$ cat src/rtl/robo_pkg.sv
// Shared types and defaults for the robot actuator sequencer.
// State encoding, grant bookkeeping and parameter defaults live here.
package robo_pkg;

  typedef enum logic [1:0] {
    IDLE   = 2'd0,
    AVANCA = 2'd1,
    GIRA   = 2'd2,
    PAUSA  = 2'd3
  } state_t;

  typedef enum logic {
    GRANT_AUTO = 1'b0,
    GRANT_MAN  = 1'b1
  } grant_t;

  localparam int TICK_DIV_DEFAULT      = 2;
  localparam int STEP_CYCLES_DEFAULT   = 4;
  localparam int TURN_CYCLES_DEFAULT   = 8;
  localparam int SETTLE_CYCLES_DEFAULT = 2;

  function automatic int max3(input int a, input int b, input int c);
    int m;
    m = a;
    if (b > m) m = b;
    if (c > m) m = c;
    return m;
  endfunction

endpackage

$ cat src/rtl/robo_sequenciador_if.sv
// Command/actuator bundle between the request sources and the sequencer.
interface robo_sequenciador_if;

  logic parada;
  logic auto_avancar;
  logic auto_girar;
  logic man_req;
  logic man_avancar;
  logic man_girar;
  logic auto_passo;
  logic man_gnt;
  logic motor_frente;
  logic motor_giro;
  logic ocupado;

  modport master (
    output parada, auto_avancar, auto_girar, man_req, man_avancar, man_girar,
    input  auto_passo, man_gnt, motor_frente, motor_giro, ocupado
  );

  modport slave (
    input  parada, auto_avancar, auto_girar, man_req, man_avancar, man_girar,
    output auto_passo, man_gnt, motor_frente, motor_giro, ocupado
  );

endinterface

$ cat src/rtl/robo_prescaler.sv
// Free-running decision-tick prescaler: one-cycle tick when the count hits TICK_DIV-1.
module robo_prescaler
  import robo_pkg::*;
#(
  parameter int TICK_DIV = TICK_DIV_DEFAULT
) (
  input  logic clock,
  input  logic reset,
  output logic tick
);

  localparam int PW = $clog2(TICK_DIV);
  localparam logic [PW-1:0] LAST = PW'(TICK_DIV - 1);

  logic [PW-1:0] cnt;

  // NOTE: sequential state uses non-blocking assignments so every register samples pre-edge values.
  always_ff @(posedge clock) begin
    if (reset) begin
      cnt <= '0;
    end else if (cnt == LAST) begin
      cnt <= '0;
    end else begin
      cnt <= cnt + 1'b1;
    end
  end

  assign tick = (cnt == LAST) && !reset;

endmodule

$ cat src/rtl/robo_sequenciador.sv
// Arbitrates manual vs. wall-following requests and times forward/turn steps with a settle pause.
module robo_sequenciador
  import robo_pkg::*;
#(
  parameter int TICK_DIV      = TICK_DIV_DEFAULT,
  parameter int STEP_CYCLES   = STEP_CYCLES_DEFAULT,
  parameter int TURN_CYCLES   = TURN_CYCLES_DEFAULT,
  parameter int SETTLE_CYCLES = SETTLE_CYCLES_DEFAULT
) (
  input logic               clock,
  input logic               reset,
  robo_sequenciador_if.slave bus
);

  localparam int CNT_W = $clog2(max3(STEP_CYCLES, TURN_CYCLES, SETTLE_CYCLES) + 1);
  localparam logic [CNT_W-1:0] STEP_LAST   = CNT_W'(STEP_CYCLES - 1);
  localparam logic [CNT_W-1:0] TURN_LAST   = CNT_W'(TURN_CYCLES - 1);
  localparam logic [CNT_W-1:0] SETTLE_LAST = CNT_W'(SETTLE_CYCLES - 1);

  state_t           state, state_next;
  grant_t           last_grant, last_grant_next;
  logic [CNT_W-1:0] cnt, cnt_next;
  logic             tick, man_win, gnt;
  logic             sel_avancar, sel_girar;
  logic             motor_frente_q, motor_giro_q;

  robo_prescaler #(.TICK_DIV(TICK_DIV)) u_prescaler (
    .clock (clock),
    .reset (reset),
    .tick  (tick)
  );

  // Manual loses only when it won last time and the wall follower is asking for motion.
  assign man_win = bus.man_req &&
                   !(last_grant == GRANT_MAN && (bus.auto_avancar || bus.auto_girar));

  // NOTE: every always_comb output gets a default first so no path infers a latch.
  always_comb begin
    state_next      = state;
    cnt_next        = cnt;
    last_grant_next = last_grant;
    gnt             = 1'b0;
    sel_avancar     = 1'b0;
    sel_girar       = 1'b0;
    if (bus.parada) begin
      state_next = IDLE;
      cnt_next   = '0;
    end else begin
      unique case (state)
        IDLE: begin
          if (tick) begin
            if (man_win) begin
              gnt             = 1'b1;
              last_grant_next = GRANT_MAN;
              sel_avancar     = bus.man_avancar;
              sel_girar       = bus.man_girar;
            end else begin
              last_grant_next = GRANT_AUTO;
              sel_avancar     = bus.auto_avancar;
              sel_girar       = bus.auto_girar;
            end
            cnt_next = '0;
            if (sel_girar)        state_next = GIRA;
            else if (sel_avancar) state_next = AVANCA;
          end
        end
        AVANCA: begin
          if (cnt == STEP_LAST) begin
            state_next = PAUSA;
            cnt_next   = '0;
          end else begin
            cnt_next = cnt + 1'b1;
          end
        end
        GIRA: begin
          if (cnt == TURN_LAST) begin
            state_next = PAUSA;
            cnt_next   = '0;
          end else begin
            cnt_next = cnt + 1'b1;
          end
        end
        PAUSA: begin
          if (cnt == SETTLE_LAST) begin
            state_next = IDLE;
            cnt_next   = '0;
          end else begin
            cnt_next = cnt + 1'b1;
          end
        end
        default: begin
          state_next = IDLE;
          cnt_next   = '0;
        end
      endcase
    end
  end

  always_ff @(posedge clock) begin
    if (reset) begin
      state          <= IDLE;
      cnt            <= '0;
      last_grant     <= GRANT_AUTO;
      motor_frente_q <= 1'b0;
      motor_giro_q   <= 1'b0;
    end else begin
      state          <= state_next;
      cnt            <= cnt_next;
      last_grant     <= last_grant_next;
      motor_frente_q <= (state_next == AVANCA);
      motor_giro_q   <= (state_next == GIRA);
    end
  end

  assign bus.auto_passo   = tick;
  assign bus.man_gnt      = gnt && !reset;
  assign bus.motor_frente = motor_frente_q;
  assign bus.motor_giro   = motor_giro_q;
  assign bus.ocupado      = (state != IDLE);

endmodule

$ cat src/flat_wrapper.sv
// flat-port wrapper written by rule: the top's interface ports become plain ports
module robo_sequenciador_flat import robo_pkg::*;
#(
  parameter int TICK_DIV      = TICK_DIV_DEFAULT,
  parameter int STEP_CYCLES   = STEP_CYCLES_DEFAULT,
  parameter int TURN_CYCLES   = TURN_CYCLES_DEFAULT,
  parameter int SETTLE_CYCLES = SETTLE_CYCLES_DEFAULT
)
  (clock, reset, bus_parada, bus_auto_avancar, bus_auto_girar, bus_man_req, bus_man_avancar, bus_man_girar, bus_auto_passo, bus_man_gnt, bus_motor_frente, bus_motor_giro, bus_ocupado);
  robo_sequenciador_if bus_i ();
  input logic clock;
  input logic reset;
  input wire logic [$bits(bus_i.parada)-1:0] bus_parada;
  input wire logic [$bits(bus_i.auto_avancar)-1:0] bus_auto_avancar;
  input wire logic [$bits(bus_i.auto_girar)-1:0] bus_auto_girar;
  input wire logic [$bits(bus_i.man_req)-1:0] bus_man_req;
  input wire logic [$bits(bus_i.man_avancar)-1:0] bus_man_avancar;
  input wire logic [$bits(bus_i.man_girar)-1:0] bus_man_girar;
  output wire logic [$bits(bus_i.auto_passo)-1:0] bus_auto_passo;
  output wire logic [$bits(bus_i.man_gnt)-1:0] bus_man_gnt;
  output wire logic [$bits(bus_i.motor_frente)-1:0] bus_motor_frente;
  output wire logic [$bits(bus_i.motor_giro)-1:0] bus_motor_giro;
  output wire logic [$bits(bus_i.ocupado)-1:0] bus_ocupado;
  assign bus_i.parada = bus_parada;
  assign bus_i.auto_avancar = bus_auto_avancar;
  assign bus_i.auto_girar = bus_auto_girar;
  assign bus_i.man_req = bus_man_req;
  assign bus_i.man_avancar = bus_man_avancar;
  assign bus_i.man_girar = bus_man_girar;
  assign bus_auto_passo = bus_i.auto_passo;
  assign bus_man_gnt = bus_i.man_gnt;
  assign bus_motor_frente = bus_i.motor_frente;
  assign bus_motor_giro = bus_i.motor_giro;
  assign bus_ocupado = bus_i.ocupado;
  robo_sequenciador #(.TICK_DIV(TICK_DIV), .STEP_CYCLES(STEP_CYCLES), .TURN_CYCLES(TURN_CYCLES), .SETTLE_CYCLES(SETTLE_CYCLES)) u_core (.clock(clock), .reset(reset), .bus(bus_i));
endmodule
$ cat config.mk
export PLATFORM = sky130hd
export DESIGN_NAME = robo_sequenciador_flat
export DESIGN_NICKNAME = d
export VERILOG_FILES = /design/src/rtl/robo_pkg.sv /design/src/rtl/robo_sequenciador_if.sv /design/src/rtl/robo_prescaler.sv /design/src/rtl/robo_sequenciador.sv /design/src/flat_wrapper.sv
export SDC_FILE = /design/constraint.sdc
export NUM_CORES = 1
export LEC_CHECK = 0
export CORE_MARGIN = 2
export CORE_UTILIZATION = 35
export DETAILED_ROUTE_END_ITERATION = 10
export PLACE_DENSITY = 0.69
export SLEW_MARGIN = 20
export SYNTH_ARGS = -nofsm -noshare
export SYNTH_HDL_FRONTEND = slang
export SYNTH_SLANG_ARGS = --single-unit
$ cat constraint.sdc
create_clock -name clock -period 2.7 [get_ports clock]
set_clock_uncertainty 0.15 [all_clocks]
set_input_delay 0.27 -clock clock [delete_from_list [all_inputs] [get_ports clock]]
set_output_delay 0.27 -clock clock [all_outputs]
set_load 0.05 [all_outputs]
==> results.sh <==
export IMPL_cp_end_kind="output port"
export IMPL_core_area_um2=1520
export IMPL_grt_max_degree=8
export IMPL_yosysWarnings=0
export IMPL_cts_tree="done"
export IMPL_max_vdd_ir_drop_mv=0.221
export IMPL_dp_hpwl_um=925
export IMPL_start_kind="primary input"
export IMPL_syn_inst=68
export IMPL_num_antenna_cells=0
export IMPL_cp_cell_sequence="clkdlybuf4s50_1 > nor2b_2 > clkdlybuf4s50_1"
export IMPL_tns_ns=0
export IMPL_slowest_delay_ns=0.83
export IMPL_max_freq_mhz=450
export IMPL_yosysSeqAreaShare_pct=34.6
export IMPL_drt_drc_violations_left=0
export IMPL_final_layout_size_suffix_gt1_share_pct=17.9
export IMPL_htree_num_levels=1
export IMPL_routed_wl_um=1200
export IMPL_p_total_mw=0.339
export IMPL_crit_fanout=5
export IMPL_min_period_ns=2.22
export IMPL_ctsHoldBuffers=0
export IMPL_synthesis_nets=78
export IMPL_ys_ff_latch=10
export IMPL_cts_setup_buffers=0
export IMPL_first_iter_violations=10
export IMPL_clockBufferDepth=2
export IMPL_num_rows=14
export IMPL_final_common_cell="clkdlybuf4s50_1"
export IMPL_ys_types=36
export IMPL_clk_pin_slew_worst_paths_ns=0.07
export IMPL_fin_util_pct=49.3
export IMPL_placed_area_um2=716
export IMPL_ant_nets=0
export IMPL_arrival_ns=1.80
export IMPL_finalHoldViolations=0
export IMPL_grt_pass1_wl_um=2150
export IMPL_rsz0062_at_grt="false"
export IMPL_synthXorXnorAreaFrac_pct=0
export IMPL_synthMuxAreaShare_pct=1.95
export IMPL_p_leak_nw=0.283
export IMPL_synth_simple_gate_area_share_pct=30.3
export IMPL_antenna_found_initial=0
export IMPL_critPathSlowestCell="clkdlybuf4s50_1"
export IMPL_cts_root_buf="clkbuf_4"
export IMPL_syn_avg_cell_area_um2=8.50
export IMPL_cts_sinks=10
export IMPL_min_period_over_period_pct=82.3
export IMPL_crit_top_cell="clkdlybuf4s50_1"
export IMPL_final_cell_area_um2=752
export IMPL_nets=95
export IMPL_power_per_cell_area_nw_per_um2=450
export IMPL_num_vias=534
export IMPL_synth_top_family_by_area="simple AND/OR/NAND/NOR gates"
export IMPL_required_ns=2.28
export IMPL_synthAdderAreaFrac_pct=4.33
export IMPL_place_gp_congestion=0.712
export IMPL_max_slew_worst_pin_slew_ns=0.494
export IMPL_crit_type="primary input to output port"
export IMPL_avgViaCountPerCell=5.34
export IMPL_status="completed"
export IMPL_yosys_most_used_dff="dfxtp_1"
export IMPL_synthesis_area_um2=578
export IMPL_post_cts_resized=0
export IMPL_die_h_um=44.6
export IMPL_area_delta_synth_final_pct=30.1
export IMPL_setup_viol_count_final=0
export IMPL_synth_compound_area_share_pct=25.1
export IMPL_max_cap_viol_count=0
export IMPL_final_cell_mix="11 x clkdlybuf4s50_1, 10 x dfxtp_1, 6 x nor2_1"
export IMPL_die_x_um=44.6
export IMPL_initial_utilization_pct=37.9
export IMPL_cts_buffers=3
export IMPL_floorplan_die_area_um2=1990
export IMPL_synth_edff_count=0
export IMPL_portBuffers=12
export IMPL_maxSlewViolCount=0
export IMPL_async_flop_share_pct=0
export IMPL_firstDrtPassIters=2
export IMPL_worstSkewPairLatency_ns=0.26
export IMPL_slew_headroom_pct=67.0
export IMPL_io_pins=13
export IMPL_hold_class="register to register"
export IMPL_grt_overflow=0
export IMPL_grt_pass1_vias=527
export IMPL_wl_per_cell_um=12.0
export IMPL_track_usage_pct=15.2
through the flow:
| step | std cells | hold WS [ns] | worst slack, ns |
|---|---|---|---|
| after global routing | 100 | 0.309 | 0.400 |
| final | 100 | 0.292 | 0.477 |
| after global placement | 96 | 0.290 | 0.498 |
| after floorplan | 68 | 0.187 | 0.581 |
| after CTS | 100 | 0.292 | 0.469 |
| after detailed placement | 96 | 0.274 | 0.478 |
flip-flops by register name, summed over array words and instances (netlist names):
name                     cells
u_core.bus.motor_giro        1
u_core.last_grant            1
u_core.cnt                   4
u_core.u_prescaler.cnt       1
u_core.bus.motor_frente      1
u_core.state                 2
worst max-delay path: cells and delay by family:
family / cells / cell delay (ns)
buf+inv: 2 / 1.31
simple gates: 1 / 0.22
final timing paths:
path              slack (ns)  cells after the start              startpoint                 endpoint
hold / removal          0.29                      1  u_core.u_prescaler.cnt   u_core.u_prescaler.cnt
setup / recovery        0.48                      3                   reset           bus_auto_passo
setup reg to reg        0.91                      6           u_core.cnt[0]  u_core.bus.motor_frente
hold reg to reg         0.29                      1  u_core.u_prescaler.cnt   u_core.u_prescaler.cnt
metal layers:
metal | vias up | routed length (µm) | share of wire, % | GRT usage (%)
met5 | - | 0 | 0 | 0
met4 | 0 | 29 | 2.4 | 10.9
met3 | 4 | 49 | 4.1 | 3.67
met2 | 13 | 598 | 50 | 24.9
met1 | 240 | 520 | 43 | 17.1
li1 | 277 | - | - | -
layout make-up:
type	count	area [µm²]
flip-flops and latches	10	200
clock buffers	4	36.3
repair buffers	12	118
multi-input cells	53	357
fillers	141	772
inverters	5	21.3
well taps	16	20.0
cells in the mapped netlist, drive strengths merged, types with 2 or more instances:
cell / n / area [µm²]
nand2: 5 / 18.8
and2: 3 / 18.8
ha: 2 / 25.0
a21oi: 4 / 20.0
o21ai: 6 / 33.8
or3: 2 / 12.5
dfxtp: 10 / 200
inv: 5 / 21.3
nor2b: 2 / 15.0
nor2: 8 / 35.0
where the power goes:
part / switching, mW / internal, mW / leakage [nW]
clock: 0.0537 / 0.0818 / 0.0210
sequential: 0.00286 / 0.151 / 0.0811
combinational: 0.0267 / 0.0230 / 0.181
cells by family (layout without fill, tap and decap cells):
logic type,Yosys count,count (layout)
and+or+nand+nor,30,30
AOI/OAI and AO/OA,20,20
DFF,10,10
buffers and inverters,5,21
adders and majority gates,2,2
muxes,1,1
No activity file was read; power rests on OpenSTA's default activity.
==> patch 1 (same settings) <==
`SETTLE_CYCLES_DEFAULT`: 2 -> 4.
--- a/src/rtl/robo_pkg.sv
+++ b/src/rtl/robo_pkg.sv
@@ -18,5 +18,5 @@
   localparam int STEP_CYCLES_DEFAULT   = 4;
   localparam int TURN_CYCLES_DEFAULT   = 8;
-  localparam int SETTLE_CYCLES_DEFAULT = 2;
+  localparam int SETTLE_CYCLES_DEFAULT = 4;
 
   function automatic int max3(input int a, input int b, input int c);
Formal check against the unedited RTL: not equivalent (a bounded check fails within 10 cycles, from zero or initial values and one cycle with reset high).
==> patch 1 against the unedited design <==
Worst setup slack worse by 0.062 ns. Utilization is 0.42 points lower. Design area is 2.0% lower. First-iteration DRC count up 50%. Sequential cell count unchanged. Total power rose by 2.8%. Wire length decreased by 7.4%. Synthesized area shrank 2.8%. Largest cell class unchanged.
==> patch 1: results (changes against the unedited design) <==
[power_and_ir_drop]
p_leak_nw = 0.274  ; was 0.283 nW
peakVddDrop_mv = 0.296  ; was 0.221 mV

[global_routing]
first_global_vias = 439  ; was 527
grt_max_degree = 9  ; was 8
antenna_found_initial = 0  ; unchanged
track_usage_pct = 13.6  ; was 15.2%
grt_pass1_wl_microns = 1910  ; was 2150 microns

[yosys]
synth_area_leaders = dfxtp_1 (36%), nand3_1 (4.5%), o21ai_0 (4.5%)  ; was dfxtp_1 (35%), ha_1 (4.3%), nor2_1 (3.9%)
ys_types = 30  ; was 36
netlist.top_cell.by_area = dfxtp_1  ; unchanged
syn_nets = 76  ; was 78
syn_inst = 67  ; was 68
synthArstFlopShare_pct = 0  ; unchanged
yosys_warnings = 0  ; unchanged
ys_seq_area_share_pct = 35.6  ; was 34.6%
ys_top_cells_by_count = dfxtp_1 (10), nor2_1 (6), nand2_1 (5), nand3_1 (5), o21ai_0 (5)  ; was dfxtp_1 (10), nor2_1 (6), nand2_1 (5), a21oi_1 (4), inv_1 (4)

[clocking]
cts_buffers = 3  ; unchanged
cts_setup_buffers = 0  ; unchanged
htreeDepth = 1  ; unchanged
ctsResizeCount = 0  ; unchanged
cts_root_buffer = clkbuf_4  ; unchanged
clock_path_buffers = 2  ; unchanged
cts.clk_slew.worst_paths_ns = 0.06

[placed_design]
placed_area_sq_um = 701  ; was 716 sq um
dpl.hpwl_microns = 886  ; was 925 microns
place_inst = 94  ; was 96
gp_congestion = 0.853  ; was 0.712
place_ws_ns = 0.407  ; was 0.478 ns
io_buffer_count = 12  ; unchanged

[setup_path]
critPathMaxFanout = 5  ; unchanged
slowest_stage = clkdlybuf4s50_1  ; unchanged
cp_top_family = buffers and inverters  ; unchanged
worstPathArrival_ns = 1.87  ; was 1.80 ns
slowest_delay_ns = 0.87  ; was 0.83 ns

[routing]
wirelength_microns = 1110  ; was 1200 microns
routed_via_density = 5.49  ; was 5.34
wl_per_cell_microns = 11.3  ; was 12.0 microns
detail_route.first_pass.iterations = 4  ; was 2
drtIter0Drc = 15  ; was 10

[timing]
worst_pin_slew_ns = 0.493  ; was 0.494 ns

[outcome]
status = complete, no violations  ; unchanged

[finish]
drive_gt1_share_pct = 13.4  ; was 17.9%
area_growth_syn_to_layout_pct = 31.2  ; was 30.1%
fillCellCount = 138  ; was 141
nNetsFinal = 92  ; was 95

-- patch 1: cell types whose count changed after synthesis, sizes merged, moves of 2 or more --
| cell | delta |
|---|---|
| nand3 | +4 |
| and2 | -3 |
| and3b | +2 |
| a211oi | +2 |
| inv | -2 |
| nor3 | +2 |
-- patch 1: area by class of cell --
cell class / instances / area [sq um] / area share, %
sequential: 10 / 200 / 27.2
timing repair buffer: 12 / 130 / 17.7
tap: 16 / 20.0 / 2.72
inverter: 3 / 11.3 / 1.53
multi-input combinational: 53 / 339 / 46.0
clock buffer: 4 / 36.3 / 4.92
-- patch 1: cells by family (layout without fill, tap and decap cells) --
logic type | count (synthesis) | after routing | share of synthesized area (%)
AND/OR/NAND/NOR | 33 | 33 | 34.3
AO/OA/AOI/OAI | 17 | 17 | 20.5
flip-flops | 10 | 10 | 35.6
buffers and inverters | 4 | 19 | 4.01
adder cells (fa/ha/maj) | 1 | 1 | 2.23
XOR/XNOR | 1 | 1 | 1.56
multiplexers | 1 | 1 | 1.78
-- patch 1: path summary, 6_finish.rpt --
path,startpoint,depth (start not counted),slack [ns],endpoint
min reg2reg,u_core.u_prescaler.cnt,1,0.32,u_core.u_prescaler.cnt
max,reset,3,0.41,bus_auto_passo
min,u_core.u_prescaler.cnt,1,0.32,u_core.u_prescaler.cnt
max reg2reg,u_core.cnt[0],5,1.03,u_core.bus.motor_frente
-- patch 1: stage by stage --
| stage | utilization (%) | hold slack [ns] |
|---|---|---|
| 6_report | 48.9 | 0.316 |
| 4_1_cts | 48.9 | 0.321 |
| 5_1_grt | 48.9 | 0.353 |
| 2_1_floorplan | - | 0.187 |
| 3_3_place_gp | 46.5 | 0.301 |
| 3_5_place_dp | 46.5 | 0.307 |
-- patch 1: worst reg2reg max path, delay by kind of cell (launching register included) --
kind / cells / cell delay, ns
DFF: 1 / 0.36
adders and majority gates: 1 / 0.24
AOI/OAI and AO/OA: 1 / 0.23
and+or+nand+nor: 3 / 0.59
-- patch 1: power breakdown --
group	internal [W]	switching [W]
sequential	0.000152	0.00000437
clock	0.0000819	0.0000503
combinational	0.0000263	0.0000336
-- patch 1: per-layer routing --
metal	track usage [%]	vias up	share of wire, %
met1	19.0	246	50
met3	5.71	2	5.6
met5	0	-	0
li1	-	276	-
met4	7.27	0	1.9
met2	17.6	14	42
==> patch 2 (same flow settings) <==
Made on the original files. Re-encode `state_t` (4 states) as one-hot, 4 bits wide.
--- a/src/rtl/robo_pkg.sv
+++ b/src/rtl/robo_pkg.sv
@@ -3,9 +3,9 @@
 package robo_pkg;
 
-  typedef enum logic [1:0] {
-    IDLE   = 2'd0,
-    AVANCA = 2'd1,
-    GIRA   = 2'd2,
-    PAUSA  = 2'd3
+  typedef enum logic [3:0] {
+    IDLE   = 4'b0001,
+    AVANCA = 4'b0010,
+    GIRA   = 4'b0100,
+    PAUSA  = 4'b1000
   } state_t;
 
Behaviour: no difference found for any inputs over 10 cycles, from zero or initial values and one cycle with reset high; not proved beyond that.
==> patch 2 against the unedited design <==
Utilization is 0.45 points lower. Global-route usage is 0.85 points lower. Synthesized area is 15% higher. Fmax is 5.1% lower. Worst setup slack worse by 0.12 ns. Total power is 10% higher. Clock power is 6% higher. Sequential share of layout area is 1.5 points higher. Sequential cell count is 2 higher. Design area is 13% higher. Final cell count is 18% higher. Wire length is 14% higher. Largest cell class unchanged. Largest power group unchanged.
==> patch 2: results (changes against the unedited design) <==
[yosys]
synth_area_leaders = dfxtp_1 (36%), a21oi_1 (6.0%), nand2_1 (5.1%)  ; was dfxtp_1 (35%), ha_1 (4.3%), nor2_1 (3.9%)
ys_seq_area_share_pct = 36.2  ; was 34.6%
syn_nets = 87  ; was 78
ys_types = 30  ; was 36
synthArstFlopShare_pct = 0  ; unchanged
ys_top_cells_by_count = dfxtp_1 (12), nand2_1 (9), a21oi_1 (8), nor2_1 (6), nand2b_1 (5)  ; was dfxtp_1 (10), nor2_1 (6), nand2_1 (5), a21oi_1 (4), inv_1 (4)

[setup_path]
cp-startpoint = u_core.state[1]  ; was reset
critPathMaxFanout = 6  ; was 5
worstPathArrival_ns = 1.92  ; was 1.80 ns
slowest_delay_ns = 0.72  ; was 0.83 ns

[global_routing]
met2_usage_pct = 21.4  ; was 24.9%
grt.met3_usage_pct = 1.13  ; was 3.67%
first_global_vias = 526  ; was 527
met1_usage_pct = 21.1  ; was 17.1%

[routing]
detail_route.first_pass.iterations = 3  ; was 2
drtIter0Drc = 5  ; was 10
dr_wl_met2_microns = 650  ; was 598 microns
wl_met3_microns = 18  ; was 49 microns
routed_via_density = 5.12  ; was 5.34
wirelength_microns = 1360  ; was 1200 microns
wl_met1_microns = 674  ; was 520 microns

[finish]
largestRegisters = u_core.cnt x4, u_core.state x4  ; was u_core.cnt x4, u_core.state x2
drive_gt1_share_pct = 10.8  ; was 17.9%
fillCellCount = 163  ; was 141

[min_path]
worstHoldStart = u_core.u_prescaler.cnt  ; unchanged

[power_and_ir_drop]
p_leak_nw = 0.294  ; was 0.283 nW
peakVddDrop_mv = 0.251  ; was 0.221 mV

[timing]
worst_pin_slew_ns = 0.493  ; was 0.494 ns

[clocking]
cts_setup_buffers = 0  ; unchanged

[placed_design]
placed_area_sq_um = 817  ; was 716 sq um
place_ws_ns = 0.392  ; was 0.478 ns
dpl.hpwl_microns = 1050  ; was 925 microns
gp_congestion = 0.739  ; was 0.712

[outcome]
status = complete, no violations  ; unchanged

==> patch 2: changes by cell type after synthesis, sizes merged, moves of 3 or more <==
| cell | before | now |
|---|---|---|
| nand2 | 5 | 9 |
| and2 | 3 | 0 |
| nand2b | 1 | 6 |
| a21oi | 4 | 8 |
| nor4b | 0 | 3 |
| a32o | 0 | 3 |
==> patch 2: cell type report <==
class / instances / share of cell area, %
tap: 25 / 3.67
timing repair buffer: 12 / 13.8
clock buffer: 4 / 4.25
inverter: 3 / 1.32
sequential: 12 / 28.2
multi-input combinational: 62 / 48.8
==> patch 2: power breakdown <==
| part | internal (W) | switching (W) | total [W] |
|---|---|---|---|
| logic | 0.0000216 | 0.0000265 | 0.0000481 |
| registers | 0.000180 | 0.00000265 | 0.000182 |
| clock network | 0.0000818 | 0.0000610 | 0.000143 |
| total | 0.000283 | 0.0000901 | 0.000373 |
==> patch 2: path summary, 6_finish.rpt <==
check	slack (ns)	cells after the start	to
worst min register to register	0.31	1	u_core.u_prescaler.cnt
worst min-delay path	0.31	1	u_core.u_prescaler.cnt
worst max-delay path	0.36	3	bus_ocupado
worst max register to register	0.96	4	u_core.cnt[2]
==> patch 2: stage by stage <==
stage | utilization [%] | cells
floorplan | - | 77
global placement | 46.8 | 114
detailed placement | 46.8 | 114
CTS | 48.9 | 118
global route | 48.9 | 118
finish | 48.9 | 118
==> patch 2: cell families (layout without fill, tap and decap cells) <==
kind of cell | Yosys count | in the layout | share of synthesized area (%)
buffers and inverters | 3 | 19 | 1.70
AOI/OAI and AO/OA | 23 | 23 | 24.0
DFF | 12 | 12 | 36.2
xor gates and xnor gates | 1 | 1 | 1.32
and+or+nand+nor | 36 | 36 | 33.0
adders and majority gates | 2 | 2 | 3.77
